===== config.mk =====
export PLATFORM = sky130hd
export DESIGN_NAME = fadd_pipe
export DESIGN_NICKNAME = d
export VERILOG_FILES = /design/src/rtl/fpu_pkg.sv /design/src/rtl/fpu_lzc.sv /design/src/rtl/fadd_pipe.sv
export SDC_FILE = /design/constraint.sdc
export NUM_CORES = 1
export LEC_CHECK = 0
export CAP_MARGIN = 20
export CORE_ASPECT_RATIO = 1.25
export CORE_UTILIZATION = 44
export CTS_CLUSTER_DIAMETER = 30
export CTS_CLUSTER_SIZE = 12
export DETAILED_ROUTE_END_ITERATION = 6
export PLACE_DENSITY_LB_ADDON = 0.15
export SYNTH_ARGS = -nofsm -noshare
export SYNTH_HDL_FRONTEND = slang
export SYNTH_SLANG_ARGS = --single-unit

===== constraint.sdc =====
create_clock -name clk -period 6.2 [get_ports clk]
set_input_delay 1.24 -clock clk [delete_from_list [all_inputs] [get_ports clk]]
set_output_delay 1.24 -clock clk [all_outputs]
set_load 0.05 [all_outputs]

===== src/rtl/fpu_pkg.sv =====
// Shared FPU definitions: operand format, special encodings, flag bit
// positions and the unpacked-operand record used by the arithmetic units.
package fpu_pkg;

  // Operand format of the FPU datapath; unit width parameters default to these
  localparam int unsigned FP_EXP_W = 8;
  localparam int unsigned FP_MAN_W = 23;

  localparam logic [FP_EXP_W-1:0]         EXP_MAX   = '1;
  localparam logic [FP_EXP_W-1:0]         BIAS      = {1'b0, {(FP_EXP_W-1){1'b1}}};
  localparam logic [FP_EXP_W+FP_MAN_W:0]  CANON_NAN = {1'b0, EXP_MAX, 1'b1, {(FP_MAN_W-1){1'b0}}};

  // out_flags = {invalid, overflow, underflow, inexact}
  localparam int unsigned FLAG_INV = 3;
  localparam int unsigned FLAG_OVF = 2;
  localparam int unsigned FLAG_UNF = 1;
  localparam int unsigned FLAG_INX = 0;

  typedef struct packed {
    logic                sign;
    logic [FP_EXP_W-1:0] exp;
    logic [FP_MAN_W-1:0] mant;
    logic                is_zero;
    logic                is_inf;
    logic                is_nan;
    logic                is_snan;
  } fp_unpk_t;

endpackage


===== src/rtl/fpu_lzc.sv =====
// Leading-zero counter; an all-zero input returns IN_W.
module fpu_lzc #(
  parameter int unsigned IN_W = 27
) (
  input  logic [IN_W-1:0]            din,
  output logic [$clog2(IN_W+1)-1:0]  cnt
);

  localparam int unsigned CNT_W = $clog2(IN_W+1);

  // Scan upward so the highest set bit sets the final count
  always_comb begin
    cnt = CNT_W'(IN_W);
    for (int unsigned i = 0; i < IN_W; i++) begin
      if (din[i]) cnt = CNT_W'(IN_W - 1 - i);
    end
  end

endmodule


===== src/rtl/fadd_pipe.sv =====
// Three-stage floating-point add/subtract with valid/ready on both sides.
// S1 unpack/swap/align, S2 add and leading-zero count, S3 normalise/round/pack.
// The operand format follows fpu_pkg (FP_EXP_W / FP_MAN_W).
module fadd_pipe
  import fpu_pkg::*;
#(
  parameter int unsigned EXP_W = FP_EXP_W,
  parameter int unsigned MAN_W = FP_MAN_W
) (
  input  logic                  clk,
  input  logic                  reset,
  input  logic                  in_valid,
  output logic                  in_ready,
  input  logic                  in_sub,
  input  logic [EXP_W+MAN_W:0]  in_op1,
  input  logic [EXP_W+MAN_W:0]  in_op2,
  output logic                  out_valid,
  input  logic                  out_ready,
  output logic [EXP_W+MAN_W:0]  out_result,
  output logic [3:0]            out_flags
);

  localparam int unsigned W   = 1 + EXP_W + MAN_W;
  localparam int unsigned SW  = MAN_W + 4;          // hidden + mantissa + guard/round/sticky
  localparam int unsigned LZW = $clog2(SW + 1);
  localparam int unsigned EW  = EXP_W + 2;          // signed working exponent

  function automatic fp_unpk_t unpack(input logic [W-1:0] x);
    fp_unpk_t u;
    u.sign    = x[W-1];
    u.exp     = x[W-2:MAN_W];
    u.mant    = x[MAN_W-1:0];
    u.is_zero = (u.exp == '0);
    u.is_nan  = (u.exp == EXP_MAX) && (u.mant != '0);
    u.is_snan = u.is_nan && !u.mant[MAN_W-1];
    u.is_inf  = (u.exp == EXP_MAX) && (u.mant == '0);
    if (u.is_zero) u.mant = '0;                      // subnormals flush to signed zero
    return u;
  endfunction

  logic ld1, ld2, ld3, v1, v2, v3;

  assign ld3       = !v3 || out_ready;
  assign ld2       = !v2 || ld3;
  assign ld1       = !v1 || ld2;
  assign in_ready  = ld1;
  assign out_valid = v3;

  // ---------------- S1: unpack, swap, align ----------------
  fp_unpk_t            ua, ub, big, sml;
  logic                a_big;
  logic [EXP_W-1:0]    ediff, shamt;
  logic [2*SW-1:0]     shifted;
  logic [SW-1:0]       mb_c, ms_c;
  logic                spec_c;
  logic [W-1:0]        sres_c;
  logic [3:0]          sflg_c;

  // Order operands by magnitude, align the smaller one and resolve specials
  always_comb begin
    ua      = unpack(in_op1);
    ub      = unpack(in_op2);
    ub.sign = ub.sign ^ in_sub;
    a_big   = {ua.exp, ua.mant} >= {ub.exp, ub.mant};
    big     = a_big ? ua : ub;
    sml     = a_big ? ub : ua;
    ediff   = big.exp - sml.exp;
    shamt   = (ediff >= EXP_W'(MAN_W + 3)) ? EXP_W'(MAN_W + 3) : ediff;
    mb_c    = {!big.is_zero, big.mant, 3'b000};
    // Bits shifted out of the low half collapse into the sticky position
    shifted = {!sml.is_zero, sml.mant, 3'b000, {SW{1'b0}}} >> shamt;
    ms_c    = shifted[2*SW-1:SW] | {{(SW-1){1'b0}}, |shifted[SW-1:0]};
    spec_c  = 1'b1;
    sres_c  = CANON_NAN;
    sflg_c  = '0;
    if (ua.is_nan || ub.is_nan) begin
      sflg_c[FLAG_INV] = ua.is_snan || ub.is_snan;
    end else if (ua.is_inf && ub.is_inf && (ua.sign != ub.sign)) begin
      sflg_c[FLAG_INV] = 1'b1;
    end else if (ua.is_inf) begin
      sres_c = {ua.sign, EXP_MAX, {MAN_W{1'b0}}};
    end else if (ub.is_inf) begin
      sres_c = {ub.sign, EXP_MAX, {MAN_W{1'b0}}};
    end else begin
      spec_c = 1'b0;
    end
  end

  logic              s1_sign, s1_sub, s1_spec;
  logic [EXP_W-1:0]  s1_exp;
  logic [SW-1:0]     s1_mb, s1_ms;
  logic [W-1:0]      s1_sres;
  logic [3:0]        s1_sflg;

  // S1 register
  always_ff @(posedge clk or negedge reset) begin
    if (!reset) begin
      v1 <= 1'b0; s1_sign <= 1'b0; s1_sub <= 1'b0; s1_spec <= 1'b0;
      s1_exp <= '0; s1_mb <= '0; s1_ms <= '0; s1_sres <= '0; s1_sflg <= '0;
    end else if (ld1) begin
      v1      <= in_valid;
      s1_sign <= big.sign;
      s1_sub  <= ua.sign ^ ub.sign;
      s1_spec <= spec_c;
      s1_exp  <= big.exp;
      s1_mb   <= mb_c;
      s1_ms   <= ms_c;
      s1_sres <= sres_c;
      s1_sflg <= sflg_c;
    end
  end

  // ---------------- S2: add/subtract, leading-zero count ----------------
  logic [SW:0]     sum_c;
  logic [LZW-1:0]  lz_c;

  // Magnitude ordering in S1 keeps the difference non-negative
  always_comb begin
    sum_c = s1_sub ? ({1'b0, s1_mb} - {1'b0, s1_ms}) : ({1'b0, s1_mb} + {1'b0, s1_ms});
  end

  fpu_lzc #(.IN_W(SW)) u_lzc (
    .din (sum_c[SW-1:0]),
    .cnt (lz_c)
  );

  logic              s2_sign, s2_sub, s2_spec;
  logic [EXP_W-1:0]  s2_exp;
  logic [SW:0]       s2_sum;
  logic [LZW-1:0]    s2_lz;
  logic [W-1:0]      s2_sres;
  logic [3:0]        s2_sflg;

  // S2 register
  always_ff @(posedge clk or negedge reset) begin
    if (!reset) begin
      v2 <= 1'b0; s2_sign <= 1'b0; s2_sub <= 1'b0; s2_spec <= 1'b0;
      s2_exp <= '0; s2_sum <= '0; s2_lz <= '0; s2_sres <= '0; s2_sflg <= '0;
    end else if (ld2) begin
      v2      <= v1;
      s2_sign <= s1_sign;
      s2_sub  <= s1_sub;
      s2_spec <= s1_spec;
      s2_exp  <= s1_exp;
      s2_sum  <= sum_c;
      s2_lz   <= lz_c;
      s2_sres <= s1_sres;
      s2_sflg <= s1_sflg;
    end
  end

  // ---------------- S3: normalise, round, pack ----------------
  logic [SW-1:0]         nm;
  logic signed [EW-1:0]  ne, ne_r;
  logic                  rup, inx;
  logic [MAN_W+1:0]      rm;
  logic [MAN_W-1:0]      frac;
  logic [W-1:0]          res_c;
  logic [3:0]            flg_c;

  // Normalise on the pre-round exponent, then RNE with carry into the exponent
  always_comb begin
    if (s2_sum[SW]) begin
      nm = s2_sum[SW:1] | {{(SW-1){1'b0}}, s2_sum[0]};
      ne = $signed(EW'(s2_exp) + EW'(1));
    end else begin
      nm = s2_sum[SW-1:0] << s2_lz;
      ne = $signed(EW'(s2_exp) - EW'(s2_lz));
    end
    inx = |nm[2:0];
    rup = nm[2] & (nm[1] | nm[0] | nm[3]);
    rm  = {1'b0, nm[SW-1:3]} + (MAN_W+2)'(rup);
    if (rm[MAN_W+1]) begin
      frac = rm[MAN_W:1];
      ne_r = ne + $signed(EW'(1));
    end else begin
      frac = rm[MAN_W-1:0];
      ne_r = ne;
    end
    res_c           = {s2_sign, ne_r[EXP_W-1:0], frac};
    flg_c           = '0;
    flg_c[FLAG_INX] = inx;
    if (s2_spec) begin
      res_c = s2_sres;
      flg_c = s2_sflg;
    end else if (s2_sum == '0) begin
      res_c = {s2_sign & !s2_sub, {(W-1){1'b0}}};
      flg_c = '0;
    end else if (ne < $signed(EW'(1))) begin
      res_c           = {s2_sign, {(W-1){1'b0}}};
      flg_c           = '0;
      flg_c[FLAG_UNF] = 1'b1;
      flg_c[FLAG_INX] = 1'b1;
    end else if (ne_r >= $signed(EW'(EXP_MAX))) begin
      res_c           = {s2_sign, EXP_MAX, {MAN_W{1'b0}}};
      flg_c           = '0;
      flg_c[FLAG_OVF] = 1'b1;
      flg_c[FLAG_INX] = 1'b1;
    end
  end

  // S3 is the output register
  always_ff @(posedge clk or negedge reset) begin
    if (!reset) begin
      v3         <= 1'b0;
      out_result <= '0;
      out_flags  <= '0;
    end else if (ld3) begin
      v3         <= v2;
      out_result <= res_c;
      out_flags  <= flg_c;
    end
  end

endmodule

==> results of run 1 <==
cell usage in the layout, fill, tap and decap left out, types with 11 or more instances in the layout:
master | synthesis | routed
sky130_fd_sc_hd__ha_4 | 0 | 11
sky130_fd_sc_hd__nand4_1 | 23 | 23
sky130_fd_sc_hd__nor2b_1 | 13 | 12
sky130_fd_sc_hd__o21ai_1 | 15 | 23
sky130_fd_sc_hd__nor2_1 | 220 | 212
sky130_fd_sc_hd__buf_4 | 7 | 305
sky130_fd_sc_hd__inv_1 | 74 | 73
sky130_fd_sc_hd__dfrtp_1 | 153 | 152
sky130_fd_sc_hd__o22ai_1 | 35 | 23
sky130_fd_sc_hd__mux4_2 | 32 | 32
sky130_fd_sc_hd__o21ai_0 | 142 | 127
sky130_fd_sc_hd__a21oi_1 | 160 | 147
sky130_fd_sc_hd__xnor2_1 | 42 | 40
sky130_fd_sc_hd__a31oi_1 | 39 | 36
sky130_fd_sc_hd__mux2i_1 | 38 | 34
sky130_fd_sc_hd__nor3_1 | 41 | 35
sky130_fd_sc_hd__clkbuf_16 | 0 | 17
sky130_fd_sc_hd__ha_1 | 91 | 78
sky130_fd_sc_hd__and2_1 | 38 | 23
sky130_fd_sc_hd__and3_1 | 13 | 12
sky130_fd_sc_hd__nand3_1 | 52 | 50
sky130_fd_sc_hd__nor4_1 | 29 | 22
sky130_fd_sc_hd__mux2_2 | 14 | 12
sky130_fd_sc_hd__o211ai_1 | 11 | 11
sky130_fd_sc_hd__o31ai_1 | 16 | 13
sky130_fd_sc_hd__or3_1 | 12 | 12
sky130_fd_sc_hd__or2_2 | 11 | 11
sky130_fd_sc_hd__o22ai_2 | 1 | 11
sky130_fd_sc_hd__clkdlybuf4s50_1 | 0 | 89
sky130_fd_sc_hd__nand2b_1 | 16 | 16
sky130_fd_sc_hd__nand2_2 | 2 | 19
sky130_fd_sc_hd__a21o_1 | 24 | 23
sky130_fd_sc_hd__and2_4 | 1 | 16
sky130_fd_sc_hd__nand2_1 | 293 | 268
sky130_fd_sc_hd__a21oi_2 | 1 | 11
sky130_fd_sc_hd__xor2_1 | 22 | 21
sky130_fd_sc_hd__buf_6 | 5 | 26
sky130_fd_sc_hd__o21a_1 | 16 | 16
sky130_fd_sc_hd__a211oi_1 | 22 | 17
report_power, final:
| group | switching, W | leakage, nW | total, W | internal (W) |
|---|---|---|---|---|
| Sequential | 0.000338 | 1.88 | 0.00159 | 0.00125 |
| Combinational | 0.00250 | 6.71 | 0.00433 | 0.00183 |
| Clock | 0.000462 | 0.275 | 0.00103 | 0.000566 |
worst max-delay path: cells and delay by family:
kind | cells | cell delay [ps]
AOI/OAI and AO/OA | 13 | 2700
adders and majority gates | 2 | 440
buffers and inverters | 6 | 890
muxes | 1 | 110
and+or+nand+nor | 10 | 1470
path summary, 6_finish.rpt:
| check | slack [ps] | cells after the start | to |
|---|---|---|---|
| max in group asynchronous | 4080 | 2 | s1_ms[17] |
| worst min register to register | 460 | 1 | v2 |
| worst max register to register | 650 | 20 | out_result[3] |
| worst max-delay path | -330 | 32 | s1_ms[0] |
| worst min-delay path | 460 | 1 | v2 |
| min in group asynchronous | 870 | 1 | out_result[6] |
layout make-up:
class	instances	area, um2
diodes	2	5.005
clock buffers	17	425.4
clock inverters	15	158.9
fillers	3118	13090
inverters	77	289.0
multi-input cells	1649	11540
flip-flops and latches	153	3830
well taps	423	529.3
repair buffers	450	3923
registers in the layout, summed over array words and instances (netlist names), 3 cells and up:
register / count
out_result: 32
s2_sum: 28
s1_ms: 27
s2_exp: 8
out_flags: 4
s2_lz: 5
s2_sres: 3
s1_exp: 8
s1_mb: 24
s1_sres: 3
metal layers:
| metal | track usage (%) | share of wire (%) | up-vias |
|---|---|---|---|
| li1 | - | - | 7977 |
| met1 | 37.21 | 38 | 8047 |
| met2 | 59.98 | 52 | 560 |
| met3 | 3.621 | 3.9 | 196 |
| met4 | 20.25 | 6.4 | 0 |
| met5 | 0 | 0 | - |
through the flow:
step | hold slack, ps | area, um2 | setup slack, ps
2_1_floorplan | 425.8 | 15470 | -451.4
3_3_place_gp | 435.6 | 18730 | -1097
3_5_place_dp | 446.2 | 18730 | -1111
4_1_cts | 460.3 | 19930 | -166.6
5_1_grt | 491.8 | 20700 | -585.8
6_report | 462.3 | 20700 | -333.2
cell families after synthesis:
logic type,after synthesis
XOR/XNOR,64
AND/OR/NAND/NOR,795
multiplexers,85
AO/OA/AOI/OAI,610
adder cells (fa/ha/maj),93
buffers and inverters,199
flip-flops,153
repair_timing:
action	in CTS	in global routing
setup buffers	14	29
pin swaps	28	51
resized for setup	99	150
setup endpoints to repair	26	26
cloned	6	0
==> results.md, run 1 <==
Run status:
- The flow ran to the end, but the final reports show violations.
- The final reports fail on negative setup slack.

Worst hold path:
- The worst hold path begins at v1.
- The class of the tightest hold or removal check is register to register.

Placement:
- The number of placed instances, taps included, is 2707.
- The routability congestion estimate is around 0.93.
- Once detailed placement completed, the half-perimeter wirelength came to 45490 um.
- The number of input and output port buffers inserted is 106.

Route:
- The first routing iteration left between 1000 and 1500 violations.
- The final antenna-violating net count is 0.
- The via-per-instance ratio is 6.023.
- The residual DRC count is 0.
- The detailed-route wire length is between 50000 and 60000 um.
- After detailed routing, the average wire length per cell comes to 21.04 um.
- Summing over every cut layer, the via total after detailed routing is roughly 17000.
- The number of iterations in the first detailed-routing pass is 6.

Synth:
- The post-synthesis mux area share is roughly 8.4%.
- Among all flip-flop cells after synthesis, the most frequent one is sky130_fd_sc_hd__dfrtp_1.
- For this run, asynchronously set or reset flops after synthesis account for 100.0%.
- During synthesis, Yosys emitted a total of 0 warnings.
- The synthesized netlist devotes 23.94% of its cell area to simple gates.
- The number of enable-type register cells in the synthesized netlist is 0.
- In the synthesized netlist, the cells that appear most often are 293 x sky130_fd_sc_hd__nand2_1, 220 x sky130_fd_sc_hd__nor2_1, 160 x sky130_fd_sc_hd__a21oi_1, 153 x sky130_fd_sc_hd__dfrtp_1, 142 x sky130_fd_sc_hd__o21ai_0.
- The number of nets in the synthesized netlist is 2161.
- In the synthesized netlist, the number of instances is around 2000.
- The mean instance size in the synthesized netlist is between 7 and 8 um2.
- After synthesis, the netlist uses 95 different library cells.
- Summing the areas of all compound-gate instances in the mapped netlist gives 25.53% of the synthesized area.
- The flip-flop and latch count after synthesis is 153.
- The fraction of post-synthesis cell area in the top cell type by area is 25.20%.
- The area share of fa/ha/maj cells after synthesis is under 10%.
- The synthesized design spends more area on one cell type than any other, namely sky130_fd_sc_hd__dfrtp_1.
- In the post-synthesis netlist, the cell with the most instances is sky130_fd_sc_hd__nand2_1.
- Summing the sequential cell areas from Yosys gives around a quarter of the chip area.
- The post-synth design cell area is 0.01519 mm2.
- By area the synthesized netlist is led by sky130_fd_sc_hd__dfrtp_1 25%, sky130_fd_sc_hd__ha_1 7.5%, sky130_fd_sc_hd__nand2_1 7.2%.
- The combinational family with the most area after synthesis is compound AO/OA/AOI/OAI gates.
- After Yosys synthesis, XOR and XNOR cells account for 3.689% of the synthesized area.

STA:
- Headroom to the max-slew limit came out at about two fifths.
- The number of max-slew violations in the final report is 0.
- The count of endpoints failing hold in the final timing report came to 0.
- The smallest clock period supported by the final layout is computed as 6533 ps.
- The worst path uses 105.4% of the clock period.
- On the final layout, the worst clock skew is 14.53 ps.
- The final setup violation count is 10.
- Based on the critical path, the design can be clocked at up to 0.1531 GHz.
- At the pin with the least slew margin, the transition time is 910.6 ps.
- Setup repair after global routing could not meet its margin everywhere.
- Summed over all failing endpoints, the final setup total negative slack is -1010 ps.
- The post-route worst setup slack is -333.2 ps.

Floorplan:
- The floorplan has 75 rows.
- The width of the die is around 170 um.
- The initial cell density of the core is 44.97%.
- The floorplan die area is 0.03528 mm2.
- The I/O pin total is 107.
- In this run the standard cell core region covers 0.03378 mm2.
- The die span in y is 209.8 um.

Power:
- IR analysis of the VDD net gives a maximum drop of 0.2098 mV.
- For this design the ratio of total power to cell area is 335.7 mW/mm2.
- For this design the static power due to leakage is 8.863 nW.
- The total design power is ~0.0069 W.

CTS:
- The worst-skew pair later-pin latency is roughly 450 ps.
- The H-tree was split into 4 levels.
- Buffers inserted during clock tree synthesis total 17.
- Buffers inserted to repair hold after CTS numbered 0.
- Clock-pin slew was measured on the worst setup and hold paths at 70 ps.
- The TritonCTS clock tree is built.
- Clock tree synthesis selected as its root buffer the cell sky130_fd_sc_hd__clkbuf_16.
- The maximum root-to-sink buffer count is 2.
- The tree built by TritonCTS fans out to between 150 and 200 sinks.

Setup path:
- The highest fanout seen on the critical path is 8.
- The worst register-to-register path begins at s2_lz[0].
- The most frequent cell on the critical path is sky130_fd_sc_hd__buf_6.
- The critical path launch point type is an input port.
- On the critical path, the stage with the largest delay is an instance of sky130_fd_sc_hd__o31ai_4.
- The required time of the critical path is 6530 ps.
- In this run the worst setup path begins at in_op1[28].
- The worst path arrival time is about 6900 ps.
- By startpoint and endpoint, the worst setup path is classified as input port to register.
- The endpoint type of the worst setup path is a register.
- On the worst path, the slowest cell contributes a delay of 360 ps.

Global route:
- After global routing the overflow that remains totals 0.
- The first global-routing pass estimated just over 90000 um of wire.
- The maximum number of pins on one net before global-route repair is 100.
- The global-route usage over all layers is 33.15%.
- The via count of the first global-routing pass is 16285.
- The number of antenna violations at the first check in global routing is 2.

Final layout:
- After the flow finishes, the layout carries non-filler instances totaling 2786.
- For this run, the share of the core covered by cells in the final layout is 61.26%.
- The area growth from synthesis to layout is 36.22%.
- The number of nets in the layout is 2510.
- Cells with a size suffix above 1 make up 26.39% of the layout.

Job:
- The count of maximum capacitance violations is 0.
Note: power is estimated with default switching activity, not from simulation.
==> run 2: changes to the inputs <==
Settings changed: CELL_PAD_IN_SITES_DETAIL_PLACEMENT set to 1, CELL_PAD_IN_SITES_GLOBAL_PLACEMENT set to 1, GPL_TIMING_DRIVEN set to 0, PLACE_DENSITY set to 0.85, PLACE_DENSITY_LB_ADDON 0.15 to unset.
==> run 2 against run 1 <==
Effect of this change: the flow finishes with violations (max-capacitance violations, max-slew violations, negative setup slack); combinational power is 9.7% higher; critical path depth increased by 3; cell count shrank 3.0%; clock power is 11% higher; critical path type unchanged; critical endpoint unchanged.
==> results.md, run 2 (same netlist as run 1, synthesis figures left out) <==
Final layout:
- The largest registers in the layout are out_result x32, s2_sum x28, s1_ms x27.
- The final standard cell utilization of the core is approximately three fifths.
- Relative to the synthesized area, the layout overhead comes to 34.74%.
- The number of standard cells in the layout, taps in and fillers out is approximately 2700.
- The register ranked first by flip-flop count is out_result.
- The fraction of layout instances using a drive strength above 1 is 22.20%.
- Leaving out fill and tap cells, the most frequent cell in the layout is sky130_fd_sc_hd__nand2_1.
- The register with the most flip-flops in the layout has 32 of them.
- The top cell types in the final layout, fill and taps aside, are 271 x sky130_fd_sc_hd__nand2_1, 199 x sky130_fd_sc_hd__nor2_1, 153 x sky130_fd_sc_hd__dfrtp_1, 142 x sky130_fd_sc_hd__a21oi_1, 124 x sky130_fd_sc_hd__o21ai_0.
- The number of nets in the layout is around 2400.

Global route:
- The via count of the first global-routing pass is 19001.
- The met2 usage in global routing is 75.00%.
- The remaining global-route overflow is 0.
- The met1 routing resource usage after global routing is 41.94%.
- The global-route usage over all layers is a little over two fifths.
- The layer flagged by global routing as most heavily used is met2.
- Entering global routing, the biggest net connects 90 pins.
- The number of antenna violations at the first check in global routing is 8.
- The first-pass GRT wire length is 113800 um.
- The met3 track demand over resource is 9.127%.

Power:
- The worst supply voltage drop on vdd is 0.2147 mV.
- Power spread over the standard cell area amounts to 366.4 mW/mm2.
- For this design the static power due to leakage is 8.453 nW.

CTS:
- The maximum root-to-sink buffer count is 2.
- The TritonCTS clock tree is built.
- The post-CTS clock slew at the launch and capture registers of the worst setup and hold paths is 70 ps.
- CTS built an H-tree with a depth of 4.
- The worst-skew pair later-pin latency is about 470 ps.
- The number of sinks handled by clock tree synthesis is 153.
- Counting the buffers created by CTS gives 17.
- The clock root buffer is sky130_fd_sc_hd__clkbuf_16.

Route:
- The residual DRC count is 0.
- The average detailed-routed wire length per instance is 30.26 um.
- The number of iterations in the first detailed-routing pass is 6.
- The detail route stage leaves a number of antenna-violating nets equal to 0.
- The via-per-instance ratio is roughly 7.0.
- The final layout contains routed wiring with a total length of 81780 um.
- The routed layout has roughly 19000 vias.
- The starting DRC count in detailed routing is 1716.

Floorplan:
- The initial cell density of the core is 44.97%.
- The core region area is 0.03378 mm2.
- The floorplan die area is between 0.03 and 0.04 mm2.
- The number of core rows is 75.
- For this design the top-level I/O count stands at 107.
- The die is between 200 and 250 um tall.
- The floorplan step set the die width to 168.2 um.

STA:
- The routed design could run at a clock period as short as 7577 ps.
- After layout, the worst path uses 122.2% of the clock period.
- Setup repair after global routing could not meet its margin everywhere.
- Between clock sinks in the finished design, the worst skew comes to 19.86 ps.
- The final setup violation count is 27.
- The count of endpoints failing hold in the final timing report was 0.
- In this run the tightest slew margin relative to its limit is -11.07%.
- For the pin with the worst max-slew slack, the measured transition is about 1600 ps.
- The maximum frequency from static timing analysis is approximately 0.13 GHz.
- Once routing completed, OpenROAD measured the worst setup slack at -1377 ps.
- On the final layout, the worst hold slack is approximately 480 ps.
- The number of max-slew violations in the final report was 6.

Setup path:
- The highest fanout seen on the critical path is 6.
- The worst path arrival time is 7910 ps.
- The worst setup path is of the input port to register kind.
- STA classifies the critical path endpoint as a register.
- STA classifies the critical path startpoint as an input port.
- Counting cells, the worst reg-to-reg path comes to 22.
- Tracing the worst setup path back leads to its startpoint at in_op1[26].
- The required time of the critical path is 6530 ps.
- The critical path capture point is s1_ms[0].
- Across all register-to-register paths, the minimum setup slack is ~340 ps.
- The endpoint of the worst register-to-register path is out_result[19].
- The launch instance of the worst register-to-register path is s2_sum[27].
- On the critical path, the stage with the largest delay is an instance of sky130_fd_sc_hd__o41ai_2.
- The delay of the slowest cell on the worst path is 600 ps.

Run status:
- The final reports fail on max-capacitance violations, max-slew violations, negative setup slack.
- The run finished, with violations left.

Placement:
- After detailed placement, the design holds a cell count of 2532.
- Timing analysis after detailed placement gives a worst setup slack of -3200 ps.
- The routability congestion estimate is 1.021.
- The post-detailed-placement half-perimeter wirelength is 54960 um.
- Port buffering added 106 buffers.

Job:
- The tool flagged a number of max-cap violations equal to 1.

Worst hold path:
- The class of the tightest hold or removal check is register to register.
## run 2: layout make-up
cell class / count / area, um2
antenna: 5 / 12.51
buffer: 115 / 819.5
clock buffer: 18 / 439.2
clock inverter: 14 / 186.4
fill: 4019 / 13310
inverter: 77 / 289.0
multi-input combinational: 1647 / 11940
sequential: 153 / 3829
tap: 423 / 529.3
timing repair buffer: 251 / 2426
## run 2: worst max-delay path, delay by kind of cell
kind	cells	cell delay [ps]
adder cells (fa/ha/maj)	2	500
AND/OR/NAND/NOR	13	2490
multiplexers	1	90
AO/OA/AOI/OAI	9	2040
buffers and inverters	10	1520
## run 2: where the power goes
group          internal (W)  switching (W)
combinational       0.00176        0.00299
clock              0.000654       0.000484
sequential          0.00125       0.000367
## run 2: repair_timing
item                                    in CTS  in global routing
hold buffers                                 0                  0
gates resized for setup                    335                111
setup buffers                               92                 44
cloned                                       4                  3
pin swaps                                   79                 45
endpoints found under the setup margin      59                 56
## run 2: how the worst min path moves through the flow
stage / start / endpoint / slack, ps / cells after the start
2_1_floorplan: v1 / v2 / 430 / 1
3_3_place_gp: v1 / v2 / 430 / 1
3_5_place_dp: v1 / v2 / 460 / 1
4_1_cts: v1 / v2 / 470 / 1
5_1_grt: v1 / v2 / 520 / 1
6_report: v1 / v2 / 480 / 1
## run 2: through the flow
stage | setup TNS (ps) | power (W) | area [um2]
2_1_floorplan | -3260 | 0.004157 | 15470
3_3_place_gp | -376330 | 0.005470 | 17060
3_5_place_dp | -80700 | 0.005586 | 17120
4_1_cts | -8112 | 0.007057 | 19680
5_1_grt | -20500 | 0.007766 | 20460
6_report | -17560 | 0.007500 | 20470
## run 2: metal layers
metal | share of wire, % | vias up | wire [um]
li1 | - | 7804 | -
met1 | 32 | 9160 | 26410
met2 | 48 | 1257 | 39500
met3 | 7.8 | 571 | 6408
met4 | 12 | 6 | 9413
met5 | 0.062 | - | 51
==> run 3: changes to the inputs <==
Settings changed: GPL_TIMING_DRIVEN 0 to unset, TNS_END_PERCENT set to 5.
==> run 3 against run 2 <==
Effect of this change: the run ends with negative setup slack left; setup slack better by 950 ps; total power down 5.5%; global-route usage down 4.3 points; cell count up 2.1%; fmax up 14%; die area unchanged; via count down 5.5%; non-clock buffer count up 61; combinational power down 6.9%; register-to-register slack better by 310 ps; clock-buffer cell count down 1; critical endpoint unchanged; largest power group unchanged.
==> results.md, run 3 (same netlist as run 1, synthesis figures left out) <==
Floorplan:
- In this run the count of I/O pins placed on the die edge is 107.
- The die span in y is 209.8 um.
- The core region is 0.03378 mm2.
- The number of core rows is between 70 and 80.
- The width of the die is around 170 um.
- Once the floorplan was initialized, standard cells occupied 44.97% of the core.
- The floorplan die area is roughly 0.035 mm2.

Route:
- The residual DRC count is 0.
- The count of nets left with antenna violations once routing finished came out at 0.
- The number of iterations in the first detailed-routing pass is 5.
- In this run, the number of DRC markers left after iteration 0 of detailed routing was 1216.
- The total via count in the routed design is approximately 18000.
- In the routed layout, each cell is associated on average with a via count of 6.436.
- The detailed-route wire length is roughly 69000 um.
- The average detailed-routed wire length per instance is around 25 um.

STA:
- The number of max-slew violations in the final report is 0.
- The transition time at the pin with the least slew margin is 912.0 ps.
- Across all hold checks on the routed design, the worst slack comes to 479.0 ps.
- For this run, the top clock speed supported by timing is about 0.15 GHz.
- The final setup violation count is 20.
- Setup repair after global routing could not meet its margin everywhere.
- The period utilization is 106.8%.
- The final clock skew is about 19 ps.
- Once routing completed, OpenROAD measured the worst setup slack at -424.4 ps.
- The shortest period the worst path allows is 6624 ps.
- The tightest slew margin relative to the limit is 39.13%.
- The count of endpoints failing hold in the final timing report came to 0.

Run status:
- The checks that failed: negative setup slack.
- The run finished, with violations left.

Final layout:
- The area growth from synthesis to layout is 32.59%.
- In the layout the commonest cells are 302 x sky130_fd_sc_hd__buf_4, 280 x sky130_fd_sc_hd__nand2_1, 206 x sky130_fd_sc_hd__nor2_1, 152 x sky130_fd_sc_hd__dfrtp_1, 147 x sky130_fd_sc_hd__a21oi_1.
- The finished layout holds about 2800 standard cells, fillers aside.
- The largest registers in the layout are out_result x32, s2_sum x28, s1_ms x27.
- The number of nets in the layout is around 2500.
- The final standard cell area without fillers is 0.02014 mm2.
- The register with the most flip-flops in the layout has 32 of them.
- Counting the fill cells in the layout gives 4106.
- The number of diodes is 0.
- The fraction of layout instances using a drive strength above 1 is 24.44%.
- Leaving out fill and tap cells, the most frequent cell in the layout is sky130_fd_sc_hd__buf_4.
- More flip-flops sit in one register than any other, and that register is out_result.

Global route:
- The via count of the first global-routing pass is 18851.
- The global-route usage over all layers is 38.61%.
- The first global-routing pass estimated 105700 um of wire.
- The maximum number of pins on one net before global-route repair is between 80 and 90.
- The number of antenna violations at the first check in global routing was 0.
- Summed over all layers, the global routing overflow is 0.

Placement:
- The HPWL after detailed placement is roughly 52000 um.
- The number of input and output port buffers inserted is 106.
- The minimum setup slack after placement is -1299 ps.
- The routability congestion estimate is 1.001.
- After detailed placement, the design holds a cell count of 2704.
- Summing all placed instances gives a cell area of 0.01868 mm2.

CTS:
- The post-CTS clock slew at the launch and capture registers of the worst setup and hold paths is 70 ps.
- No sink is reached through more buffers than the 2 on the longest clock path.
- The worst-skew pair later-pin latency is about 460 ps.
- The TritonCTS clock tree is built.
- The number of levels the H-tree was split into is 4.
- The number of buffers added by the clock tree synthesis step is 17.
- The root buffer cell chosen for the clock tree is sky130_fd_sc_hd__clkbuf_16.
- The number of sinks handled by clock tree synthesis is 153.

Worst hold path:
- In this run the most critical hold path is launched from s1_sflg[3].
- The class of the tightest hold or removal check is register to register.

Setup path:
- For the worst setup path, the data required time is 6520 ps.
- The critical path starts at in_op2[24].
- The setup path with the least slack is of type input port to register.
- The worst path arrival time is 6940 ps.
- The worst setup path is launched from an input port.
- The worst setup path is captured at a register.
- The launch instance of the worst register-to-register path is s2_lz[0].
- The slowest library cell on the worst path is sky130_fd_sc_hd__o21ai_0.
- Of all nets on the critical path, the largest fanout is 5.
- In this design, the stage delay of the slowest critical-path cell is 460 ps.

Job:
- The count of maximum capacitance violations is 0.

Power:
- The static leakage power is between 8 and 9 nW.
- The total design power is 0.007084 W.
- Dividing total power by cell area gives a power density of between 300 and 400 mW/mm2.
- The worst-case IR drop observed on VDD is 0.1823 mV.
-- run 3: cell count changes in the layout (fill, tap and decap cells not counted), sizes merged, moves of 2 or more --
cell / previous run / this run
clkbuf: 88 / 20
bufinv: 3 / 1
clkdlybuf4s15: 1 / 4
inv: 79 / 81
buf: 206 / 331
diode: 5 / 0
-- run 3: worst paths after layout --
| kind | endpoint | slack [ps] | depth (start not counted) |
|---|---|---|---|
| max | s1_ms[0] | -420 | 32 |
| min | s2_sflg[3] | 480 | 2 |
| max reg2reg | out_result[28] | 650 | 17 |
| min reg2reg | s2_sflg[3] | 480 | 2 |
| max in group asynchronous | s1_mb[10] | 3930 | 2 |
| min in group asynchronous | out_result[6] | 820 | 1 |
-- run 3: worst max-delay path: cells and delay by family --
kind                       cells  cell delay, ps
AOI/OAI and AO/OA             12            2480
and+or+nand+nor               11            1790
buffers and inverters          6             810
adders and majority gates      2             470
muxes                          1             140
-- run 3: layout make-up --
| class | instances | area (um2) | area share [%] |
|---|---|---|---|
| clock buffer | 17 | 425.4 | 2.112 |
| clock inverter | 15 | 157.7 | 0.7826 |
| inverter | 77 | 289.0 | 1.435 |
| multi-input combinational | 1647 | 11310 | 56.14 |
| sequential | 153 | 3830 | 19.01 |
| tap | 423 | 529.3 | 2.627 |
| timing repair buffer | 427 | 3605 | 17.89 |
-- run 3: timing repair --
| action | in CTS | in global routing |
|---|---|---|
| cloned | 3 | 0 |
| pin swaps | 42 | 35 |
| resized for setup | 130 | 71 |
| setup buffers | 18 | 3 |
| hold buffers | 0 | 0 |
| endpoints found under the setup margin | 27 | 27 |
-- run 3: routing by layer --
metal  global-route usage, %  up-vias  part of all wire [%]
met4                   26.14        0                   7.6
li1                        -     7905                     -
met1                   40.35     8816                    36
met5                       0        -                     0
met2                   71.41      729                    52
met3                   5.337      306                   4.3
-- run 3: stage by stage --
step	setup TNS, ps	utilization (%)
2_1_floorplan	-5244	-
3_3_place_gp	-19530	55.30
3_5_place_dp	-25210	55.30
4_1_cts	-2246	58.83
5_1_grt	-5384	59.63
6_report	-3235	59.63
-- run 3: where the power goes --
group	total [W]	leakage, nW	switching, W	internal (W)
registers	0.00162	1.88	0.000368	0.00125
logic	0.00442	6.48	0.00266	0.00175
clock network	0.00105	0.283	0.000479	0.000567
total	0.00708	8.64	0.00351	0.00357
